==> config.mk <==
export PLATFORM = sky130hd
export DESIGN_NAME = store_lane_packer
export DESIGN_NICKNAME = d
export VERILOG_FILES = /design/src/rtl/cpu_mem_pkg.sv /design/src/rtl/lane_mapper.sv /design/src/rtl/store_lane_packer.sv
export SDC_FILE = /design/constraint.sdc
export NUM_CORES = 1
export LEC_CHECK = 0
export ABC_AREA = 1
export BUFFER_PORTS_ARGS = -buffer_cell sky130_fd_sc_hd__buf_2
export CAP_MARGIN = 20
export CORE_UTILIZATION = 43
export CTS_CLUSTER_DIAMETER = 40
export DETAILED_ROUTE_END_ITERATION = 7
export PLACE_DENSITY = 0.76
export SETUP_SLACK_MARGIN = 0.5
export SYNTH_ARGS = -nofsm -noshare
export SYNTH_HDL_FRONTEND = slang
export SYNTH_SLANG_ARGS = --single-unit
==> constraint.sdc <==
create_clock -name clk -period 2.65 [get_ports clk]
set_input_delay 0.6625 -clock clk [delete_from_list [all_inputs] [get_ports clk]]
set_output_delay 0.6625 -clock clk [all_outputs]
set_load 0.02 [all_outputs]
==> src/rtl/cpu_mem_pkg.sv <==
// Shared store-path definitions: access-size encodings, packer FSM states and
// small lane arithmetic helpers used by store_lane_packer and lane_mapper.
package cpu_mem_pkg;

   localparam int BYTES_PER_WORD = 4;

   localparam logic [1:0] SZ_BYTE = 2'b00;
   localparam logic [1:0] SZ_HALF = 2'b01;
   localparam logic [1:0] SZ_WORD = 2'b10;
   localparam logic [1:0] SZ_RSVD = 2'b11;

   typedef enum logic [1:0] {
      ST_IDLE  = 2'b00,
      ST_BEAT0 = 2'b01,
      ST_BEAT1 = 2'b10,
      ST_ERR   = 2'b11
   } packer_state_t;

   function automatic logic [2:0] size_bytes(input logic [1:0] size);
      case (size)
         SZ_BYTE: size_bytes = 3'd1;
         SZ_HALF: size_bytes = 3'd2;
         default: size_bytes = 3'd4;
      endcase
   endfunction

   // True when the requested bytes run past the last lane of the word.
   function automatic logic crosses_word(input logic [1:0] offset, input logic [1:0] size);
      crosses_word = ({1'b0, offset} + size_bytes(size)) > 3'(BYTES_PER_WORD);
   endfunction

endpackage

==> src/rtl/lane_mapper.sv <==
// Combinational byte-lane placement: builds the byte enables and lane-aligned
// write data for one beat of a store, given the byte offset, size and beat index.
module lane_mapper
   import cpu_mem_pkg::*;
(
   input  logic [1:0]  offset,
   input  logic [1:0]  size,
   input  logic [31:0] data,
   input  logic        beat,
   output logic [3:0]  be,
   output logic [31:0] wdata
);

   logic [3:0]  nmask;
   logic [7:0]  lane_mask;
   logic [31:0] data_m;
   logic [63:0] placed;

   always_comb begin
      nmask  = 4'b1111;
      data_m = '0;
      case (size)
         SZ_BYTE: nmask = 4'b0001;
         SZ_HALF: nmask = 4'b0011;
         default: nmask = 4'b1111;
      endcase
      for (int k = 0; k < BYTES_PER_WORD; k++) begin
         data_m[8*k +: 8] = nmask[k] ? data[8*k +: 8] : 8'h00;
      end
   end

   // Two-word window: the upper word holds whatever spills into the next beat.
   assign lane_mask = {4'b0000, nmask} << offset;
   assign placed    = {32'h0000_0000, data_m} << {offset, 3'b000};

   assign be    = beat ? lane_mask[7:4] : lane_mask[3:0];
   assign wdata = beat ? placed[63:32]  : placed[31:0];

endmodule

==> src/rtl/store_lane_packer.sv <==
// Store-side packer: narrows a register operand onto data-memory byte lanes.
// Define MISALIGN_SPLIT_EN to split word-crossing half/word stores into two beats.
module store_lane_packer
   import cpu_mem_pkg::*;
#(
   parameter int ADDR_W = 32
) (
   input  logic              clk,
   input  logic              rst,
   input  logic              in_valid,
   output logic              in_ready,
   input  logic [ADDR_W-1:0] in_addr,
   input  logic [31:0]       in_data,
   input  logic [1:0]        in_size,
   output logic              mem_valid,
   input  logic              mem_ready,
   output logic [ADDR_W-1:0] mem_addr,
   output logic [31:0]       mem_wdata,
   output logic [3:0]        mem_be,
   output logic              err
);

   packer_state_t state, state_nxt;

   logic [ADDR_W-1:0] addr_q;
   logic [31:0]       data_q;
   logic [1:0]        size_q;
   logic              accept;
   logic              legal;
   logic              beat;
   logic [3:0]        be;
   logic [31:0]       wdata;
   logic [ADDR_W-1:0] word_addr;

   assign accept = in_valid && in_ready;

`ifdef MISALIGN_SPLIT_EN
   assign legal = (in_size != SZ_RSVD);
   assign beat  = (state == ST_BEAT1);
`else
   assign legal = (in_size != SZ_RSVD) && !crosses_word(in_addr[1:0], in_size);
   assign beat  = 1'b0;
`endif

   // Request capture is data only; the control state alone carries reset.
   always_ff @(posedge clk) begin
      if (accept) begin
         addr_q <= in_addr;
         data_q <= in_data;
         size_q <= in_size;
      end
   end

   always_ff @(posedge clk or posedge rst) begin
      if (rst) state <= ST_IDLE;
      else     state <= state_nxt;
   end

   always_comb begin
      state_nxt = state;
      case (state)
         ST_IDLE:  if (accept) state_nxt = legal ? ST_BEAT0 : ST_ERR;
`ifdef MISALIGN_SPLIT_EN
         ST_BEAT0: if (mem_ready) state_nxt = crosses_word(addr_q[1:0], size_q) ? ST_BEAT1 : ST_IDLE;
         ST_BEAT1: if (mem_ready) state_nxt = ST_IDLE;
`else
         ST_BEAT0: if (mem_ready) state_nxt = ST_IDLE;
`endif
         default:  state_nxt = ST_IDLE;
      endcase
   end

   lane_mapper u_lane_mapper (
      .offset (addr_q[1:0]),
      .size   (size_q),
      .data   (data_q),
      .beat   (beat),
      .be     (be),
      .wdata  (wdata)
   );

   // Second beat targets the following word, wrapping at the top of the space.
   assign word_addr = beat ? {addr_q[ADDR_W-1:2] + {{(ADDR_W-3){1'b0}}, 1'b1}, 2'b00}
                           : {addr_q[ADDR_W-1:2], 2'b00};

   assign in_ready  = (state == ST_IDLE) && !rst;
   assign mem_valid = (state == ST_BEAT0) || (state == ST_BEAT1);
   assign err       = (state == ST_ERR);
   assign mem_addr  = mem_valid ? word_addr : '0;
   assign mem_be    = mem_valid ? be : 4'b0000;
   assign mem_wdata = mem_valid ? wdata : 32'h0000_0000;

endmodule
# Word-level counts from Yosys, hierarchy flattened
# Cells that the tools add are included.
[classes]
n_bitwise = 0
n_mux = 13
add_sub_neg = 1
n_div = 0
n_eq_ne = 8
shifts = 2
n_reduce_logical = 10
n_lt_le_gt_ge = 1
n_mul = 0
[op_table]
columns = ["operator", "n"]
rows = [
  ["$mux 32", 2],
  ["$mux 8", 4],
  ["$shl 32x5->32", 1],
  ["$pmux 4 s2", 1],
  ["$eq 2x1->1 const B", 3],
  ["$logic_not 2->1", 3],
  ["$mux 2", 3],
  ["$ne 2x2->1 const B", 3],
  ["$pmux 3 s2", 1],
  ["$eq 2x2->1 const B", 2],
  ["$mux 4", 1],
  ["$pmux 2 s2", 1],
  ["$shl 4x2->4", 1],
  ["$add 2x3->3", 1],
  ["$gt 3x3->1 const B", 1],
  ["$logic_and 1x1->1", 3],
  ["$logic_not 1->1", 2],
  ["$reduce_and 2->1", 1],
  ["$logic_or 1x1->1", 1],
]
[word_totals]
latchBits = 0
n_memories = 0
romBits = 0
input_bits = 70
mem_bits_rw = 0
out_inout_bits = 71
ff_bits = 68

# Longest topological paths before layout
# Gate-level depths: netlist (run 1).
[depth]
depth_word = 9
mapped_depth = 11

# Hierarchy
# Synthesis (run 1) repeated with hierarchy kept, for this count alone.
[unflattened]
cells_unflattened = 501
area_unflattened_um2 = 3891.2
[by_module_without_submodules]
columns = ["module", "n_inst", "area_per_inst_um2", "seq_area_each_um2", "cells_each"]
rows = [
  ["store_lane_packer", 1, 2790.2, 2031.9, 248],
  ["lane_mapper", 1, 1101.1, 0.0, 253],
]

# Worst setup path before layout (run 1)
# No wires, ideal clock.
[synth_timing]
path_kind = "input to register"
start = "in rst"
end = "reg addr_q[0] (enable)"
setup_time_ps = 420
t_arrival_ps = 2421
t_required_ps = 2230
setup_slack_ps = -191
stages = 3
cell_sequence = "nor2_1 -> nand2_1 -> inv_1"
[synth_between]
elab_chain_cells = 3
[synth_rtl]
columns = ["element", "line_no", "rtl"]
rows = [
  ["start: declaration", "store_lane_packer.sv:9", "input logic rst,"],
  ["$logic_not 1->1", "store_lane_packer.sv:86", "assign in_ready = (state == ST_IDLE) && !rst;"],
  ["$logic_and 1x1->1", "store_lane_packer.sv:86", ""],
  ["$logic_and 1x1->1", "store_lane_packer.sv:35", "assign accept = in_valid && in_ready;"],
  ["net accept", "store_lane_packer.sv:28", "logic accept;"],
  ["end signal: assignment", "store_lane_packer.sv:48", "addr_q <= in_addr;"],
  ["end: declaration", "store_lane_packer.sv:25", "logic [ADDR_W-1:0] addr_q;"],
]
# The timed path passes the listed nets, and every way through them passes these cells.
# A chain may end at the register's enable or synchronous reset.

# Worst setup path after layout (run 1)
[layout_timing]
start = "reg state[1]"
end = "out mem_wdata[18]"
[layout_between]
elab_chain_cells = 3
word_cells_on_any_way = 4
classes_between = "eq/ne (2); mux (1); reduce/logical (1)"
[layout_rtl]
columns = ["element", "line_no", "rtl"]
rows = [
  ["start: declaration", "store_lane_packer.sv:23", "packer_state_t state, state_nxt;"],
  ["start signal: assignment", "store_lane_packer.sv:56", "else state <= state_nxt;"],
  ["$eq 2x1->1 or $eq 2x2->1 (tied branches)", "store_lane_packer.sv:87", "assign mem_valid = (state == ST_BEAT0) || (state == ST_BEAT1);"],
  ["$logic_or 1x1->1 (*)", "store_lane_packer.sv:87", ""],
  ["$mux 32 (*)", "store_lane_packer.sv:91", "assign mem_wdata = mem_valid ? wdata : 32'h0000_0000;"],
  ["end: declaration", "store_lane_packer.sv:18", "output logic [31:0] mem_wdata,"],
]
# Mark *: on every way between the ends. The rest lies on a longest branch, timed or not.

==> impl_metrics.yaml, run 1 <==
sta:
  drv_slew: 0
  period_share: 0.912
  finalCriticalPeriod_ps: 2420
  grt_setup_unrepaired: "true"
  tns_ps: 0
  max_freq_mhz: 414
  finClkSkew_ps: 5.76
  setup_viol: 0
  hold_viol_final: 0
drt:
  drc: 0
  finalWirelength_um: 8390
  wl_per_cell_um: 13.7
  postRouteAntennaNets: 0
  firstDrtPassIters: 4
  drtIter0Drc: 149
  num_vias: 2918
  via_per_inst: 4.75
clocking:
  postCtsHoldBufs: 0
  clk_pin_slew_worst_paths_ps: 70
  cts_made_buffers: 9
  cts_tree: "built"
  cts.sinks: 68
  cts-root-buf: "clkbuf_8"
  clock_latency_ps: 330
  clock_tree.buffer_depth: 2
  htreeDepth: 3
worst_setup_path:
  cp-start-kind: "register"
  path_max_fanout: 6
  path_class: "reg -> out"
  worst_setup_path_end_kind: "output port"
  r2r_slack_ps: 1030
  critical_path_arrival_ps: 1750
  worstPathRequired_ps: 1990
synth:
  synth_edf_count: 66
  yosys-top-cells-area: "edfxtp_1 (60%), nand2_1 (11%), inv_1 (8.2%), nand3_1 (4.7%), nor2_1 (3.5%)"
  synth_seq_cells: 68
  yosysSeqAreaShare: 0.616
  netlist_area_mm2: 0.00330
  synthCells: 352
  synthTopCellsByCount: "nand2_1 (93), inv_1 (72), edfxtp_1 (66), nand3_1 (31), nor2_1 (31)"
  yosysTopAreaCellShare: 0.601
  synth_cell_types: 23
  yosysMostFrequentCell: "nand2_1"
  ys_async_sr_fraction: 0.0294
  avgSynthCellArea_um2: 9.37
  yosys.area.top_type: "edfxtp_1"
  synth_ff_type: "edfxtp_1"
  synth_warnings: 0
grt:
  grt.total_usage: 0.196
  grt_pass1_wl_um: 11500
  grt_max_degree: 37
  antenna_found_initial: 3
  grt.overflow.total: 0
  grt_pass1_vias: 2607
floorplan:
  initial_utilization: 0.450
  die_y_um: 89.6
  fp.coreArea_mm2: 0.00733
  fp.dieW_um: 89.6
  fp-row-count: 31
  ios: 141
  fp.dieArea_mm2: 0.00802
worst_hold_path:
  hp-class: "in -> async"
final_layout:
  area_growth_pct: 48.7
  layout-drive-gt1-share: 0.427
  stdcell_area_mm2: 0.00490
  nets: 585
  antenna_cells: 0
power:
  max-vdd-ir-drop_v: 0.000616
  power_density_mw_per_mm2: 1020
  p_leak_uw: 0.00246
placement:
  hpwl_um: 5500
  place_area_mm2: 0.00412
  port-buffer-count: 138
  place.gp.congestion: 0.820
run_status:
  status: "completed"
job:
  drv_cap: 0
## worst paths after layout
kind	start	end	cells past startpoint
hold / removal	rst	state[1]$_DFFE_PP0P_	2
hold reg to reg	state[0]$_DFFE_PP0P_	state[0]$_DFFE_PP0P_	3
max in group asynchronous	rst	state[0]$_DFFE_PP0P_	2
min in group clk	in_data[11]	data_q[11]$_DFFE_PP_	1
setup reg to reg	state[1]$_DFFE_PP0P_	data_q[14]$_DFFE_PP_	7
setup / recovery	state[1]$_DFFE_PP0P_	mem_wdata[18]	8
## what timing repair did
action | CTS | global route
setup buffers | 11 | 2
gates resized for setup | 75 | 58
pin swaps | 9 | 4
gates cloned | 4 | 0
hold endpoints to repair | 0 | 0
endpoints found under the setup margin | 67 | 67
## sequential cells by signal, indices dropped and copies added (netlist names)
name,cells
size_q,2
state,2
data_q,32
addr_q,32
## power by group
group	internal (µW)	switching, µW
registers	1340	57.0
logic	1060	1560
clock network	621	372
## critical path: stages, from the launching register on
cell and delay [ps]:
dfrtp_1 370, inv_2 60, ha_4 290, inv_6 60, nor2_4 100, buf_12 140, o21ai_1 70, a21oi_2 180
buf_6 150
## per-stage QoR
| stage | power (µW) | std cells | setup WS, ps | util | hold slack, ps |
|---|---|---|---|---|---|
| after global placement | 3260 | 581 | 342 | 0.562 | 497 |
| after global routing | 5270 | 614 | 164 | 0.669 | 204 |
| final | 5000 | 614 | 234 | 0.669 | 209 |
| after floorplan | 2700 | 353 | 458 | - | 404 |
| after CTS | 4780 | 612 | 266 | 0.644 | 195 |
| after detailed placement | 3290 | 581 | 297 | 0.562 | 519 |
## logic make-up after synthesis
group           count (synthesis)  synth area share
other cells                     1           0.00114
buf+inv                        89             0.113
fa+ha+maj                       5            0.0213
flops                          68             0.616
simple gates                  161             0.205
compound gates                 28            0.0436
## cells in the final DEF (no fill, tap or decap), types with 4 or more instances in the layout
| cell | Yosys | routed |
|---|---|---|
| nor2_4 | 2 | 10 |
| buf_6 | 1 | 26 |
| inv_1 | 72 | 65 |
| nand2_1 | 93 | 92 |
| edfxtp_1 | 66 | 66 |
| inv_2 | 2 | 6 |
| o21ai_1 | 0 | 5 |
| buf_2 | 4 | 80 |
| a21oi_2 | 1 | 15 |
| nand3_1 | 31 | 31 |
| clkbuf_8 | 0 | 9 |
| buf_4 | 6 | 48 |
| nor2_1 | 31 | 21 |
| o21ai_0 | 11 | 4 |
## final cells by class
class,instances,area (µm²)
fillers,568,2430
repair buffers,157,1120
flip-flops and latches,68,2030
inverters,75,298
clock buffers,9,124
well taps,99,124
multi-input cells,199,1090
clock inverters,7,115
## metal layers
| layer | wire (µm) | up-vias | GRT usage |
|---|---|---|---|
| met5 | 33 | - | 0 |
| met4 | 148 | 6 | 0.108 |
| met3 | 848 | 20 | 0.0739 |
| met2 | 4200 | 166 | 0.344 |
| met1 | 3160 | 1302 | 0.200 |
| li1 | - | 1424 | - |
Power figures use the tool's default switching activity.
==> run 2: changes to the inputs <==
--- a/config.mk
+++ b/config.mk
@@ -11,6 +11,7 @@
 export CORE_UTILIZATION = 43
 export CTS_CLUSTER_DIAMETER = 40
 export DETAILED_ROUTE_END_ITERATION = 7
+export GPL_TIMING_DRIVEN = 0
 export PLACE_DENSITY = 0.76
 export SETUP_SLACK_MARGIN = 0.5
 export SYNTH_ARGS = -nofsm -noshare
==> impl_metrics.yaml, run 2 (synthesis gave the netlist of run 1 again) <==
floorplan:
  die_y_um: 89.6
  fp-row-count: 31
  fp.dieW_um: 89.6
  fp.coreArea_mm2: 0.00733
  ios: 141
  fp.dieArea_mm2: 0.00802
  initial_utilization: 0.450
worst_setup_path:
  cp-start-kind: "register"
  critical_path_arrival_ps: 1950
  path_class: "reg -> out"
  slowest_stage: "dfrtp_1"
  path_max_fanout: 6
  crit_chain: "inv_2 > ha_4 > inv_8 > a21oi_4 > o21ai_1 > a21oi_2 > buf_2"
  worst_setup_path_end_kind: "output port"
  max_stage_delay_ps: 380
  worstPathRequired_ps: 1990
clocking:
  cts-root-buf: "clkbuf_8"
  clock_tree.buffer_depth: 2
  cts.sinks: 68
  postCtsHoldBufs: 0
  clk_pin_slew_worst_paths_ps: 70
  cts_made_buffers: 9
  cts_tree: "built"
  htreeDepth: 3
  clock_latency_ps: 330
worst_hold_path:
  hp-class: "in -> async"
drt:
  wl_per_cell_um: 15.5
  postRouteAntennaNets: 0
  firstDrtPassIters: 4
  finalWirelength_um: 9690
  num_vias: 3024
  drtIter0Drc: 113
  drc: 0
  via_per_inst: 4.82
grt:
  grt.total_usage: 0.225
  grt_pass1_wl_um: 13100
  antenna_found_initial: 0
  grt_pass1_vias: 2894
  grt.overflow.total: 0
  grt_max_degree: 37
placement:
  place.gp.congestion: 0.879
  hpwl_um: 5680
  port-buffer-count: 138
  pre_cts_ws_ps: 225
  dp.cells: 591
sta:
  max_freq_mhz: 382
  timing.final.ws_setup_ps: 32.9
  finClkSkew_ps: 8.12
  tns_ps: 0
  hold_viol_final: 0
  worst_pin_slew_ps: 661
  maxSlewHeadroom: 0.557
  drv_slew: 0
  finalCriticalPeriod_ps: 2620
  setup_viol: 0
  period_share: 0.988
  grt_setup_unrepaired: "true"
run_status:
  status: "completed"
final_layout:
  reg_top3: "addr_q (32), data_q (32)"
  nets: 598
  multi_input_area_mm2: 0.00127
  area_growth_pct: 60.1
  layout-drive-gt1-share: 0.521
  regArea_mm2: 0.00203
  final_common_cell: "buf_2"
  fin_util: 0.720
  fillers: 465
  fin_cells: 627
  antenna_cells: 0
  final_cell_mix: "buf_2 (76), nand2_1 (74), edfxtp_1 (66)"
power:
  power_density_mw_per_mm2: 1010
  power_uw: 5320
  max-vdd-ir-drop_v: 0.000684
  p_leak_uw: 0.00255
job:
  drv_cap: 0
run 2: cell count changes in the layout (fill, tap and decap cells not counted), moves of 5 or more:
cell	change
inv_1	-17
buf_6	+19
a21oi_4	+5
buf_4	-10
nand2_2	+12
inv_2	+15
nand2_1	-18
run 2: final timing paths:
check / start / end / slack (ps) / cells after the start
max in group asynchronous: rst / state[1]$_DFFE_PP0P_ / 2330 / 2
setup / recovery: state[1]$_DFFE_PP0P_ / mem_wdata[22] / 30 / 7
setup reg to reg: state[1]$_DFFE_PP0P_ / addr_q[29]$_DFFE_PP_ / 760 / 6
min in group clk: in_data[18] / data_q[18]$_DFFE_PP_ / 500 / 1
hold / removal: rst / state[0]$_DFFE_PP0P_ / 210 / 2
hold reg to reg: state[1]$_DFFE_PP0P_ / state[1]$_DFFE_PP0P_ / 670 / 3
run 2: area by class of cell:
type / count / area share
sequential: 68 / 0.385
multi-input combinational: 199 / 0.242
timing repair buffer: 155 / 0.227
inverter: 75 / 0.0595
buffer: 14 / 0.0277
clock buffer: 10 / 0.0242
tap: 99 / 0.0235
clock inverter: 6 / 0.0104
timing repair inverter: 1 / 0.000948
run 2: per-stage QoR:
stage / hold WS (ps) / instance area, µm²
3_3_place_gp: 502 / 4170
3_5_place_dp: 532 / 4190
6_report: 209 / 5280
2_1_floorplan: 404 / 3350
5_1_grt: 200 / 5280
4_1_cts: 184 / 4970
run 2: where the power goes:
part / total [µW] / internal (µW) / switching, µW
combinational: 3120 / 1320 / 1800
clock: 797 / 425 / 372
sequential: 1410 / 1340 / 67.3
run 2: repair_timing:
action	4_1_cts	5_1_grt
endpoints found under the hold margin	0	0
setup endpoints to repair	66	85
pin swaps	21	11
buffers inserted	12	1
gates resized for setup	143	96
cloned	6	1
run 2: worst max-delay path: cells and delay by family, from the launching register on:
kind / cells / cell delay (ps)
compound gates: 3 / 610
flops: 1 / 380
fa+ha+maj: 1 / 300
buf+inv: 3 / 330
run 2: routing by layer:
layer / GRT usage / up-vias / routed length (µm)
li1: - / 1454 / -
met2: 0.394 / 171 / 4950
met3: 0.0896 / 30 / 935
met4: 0.113 / 0 / 286
met5: 0 / - / 0
met1: 0.233 / 1369 / 3520
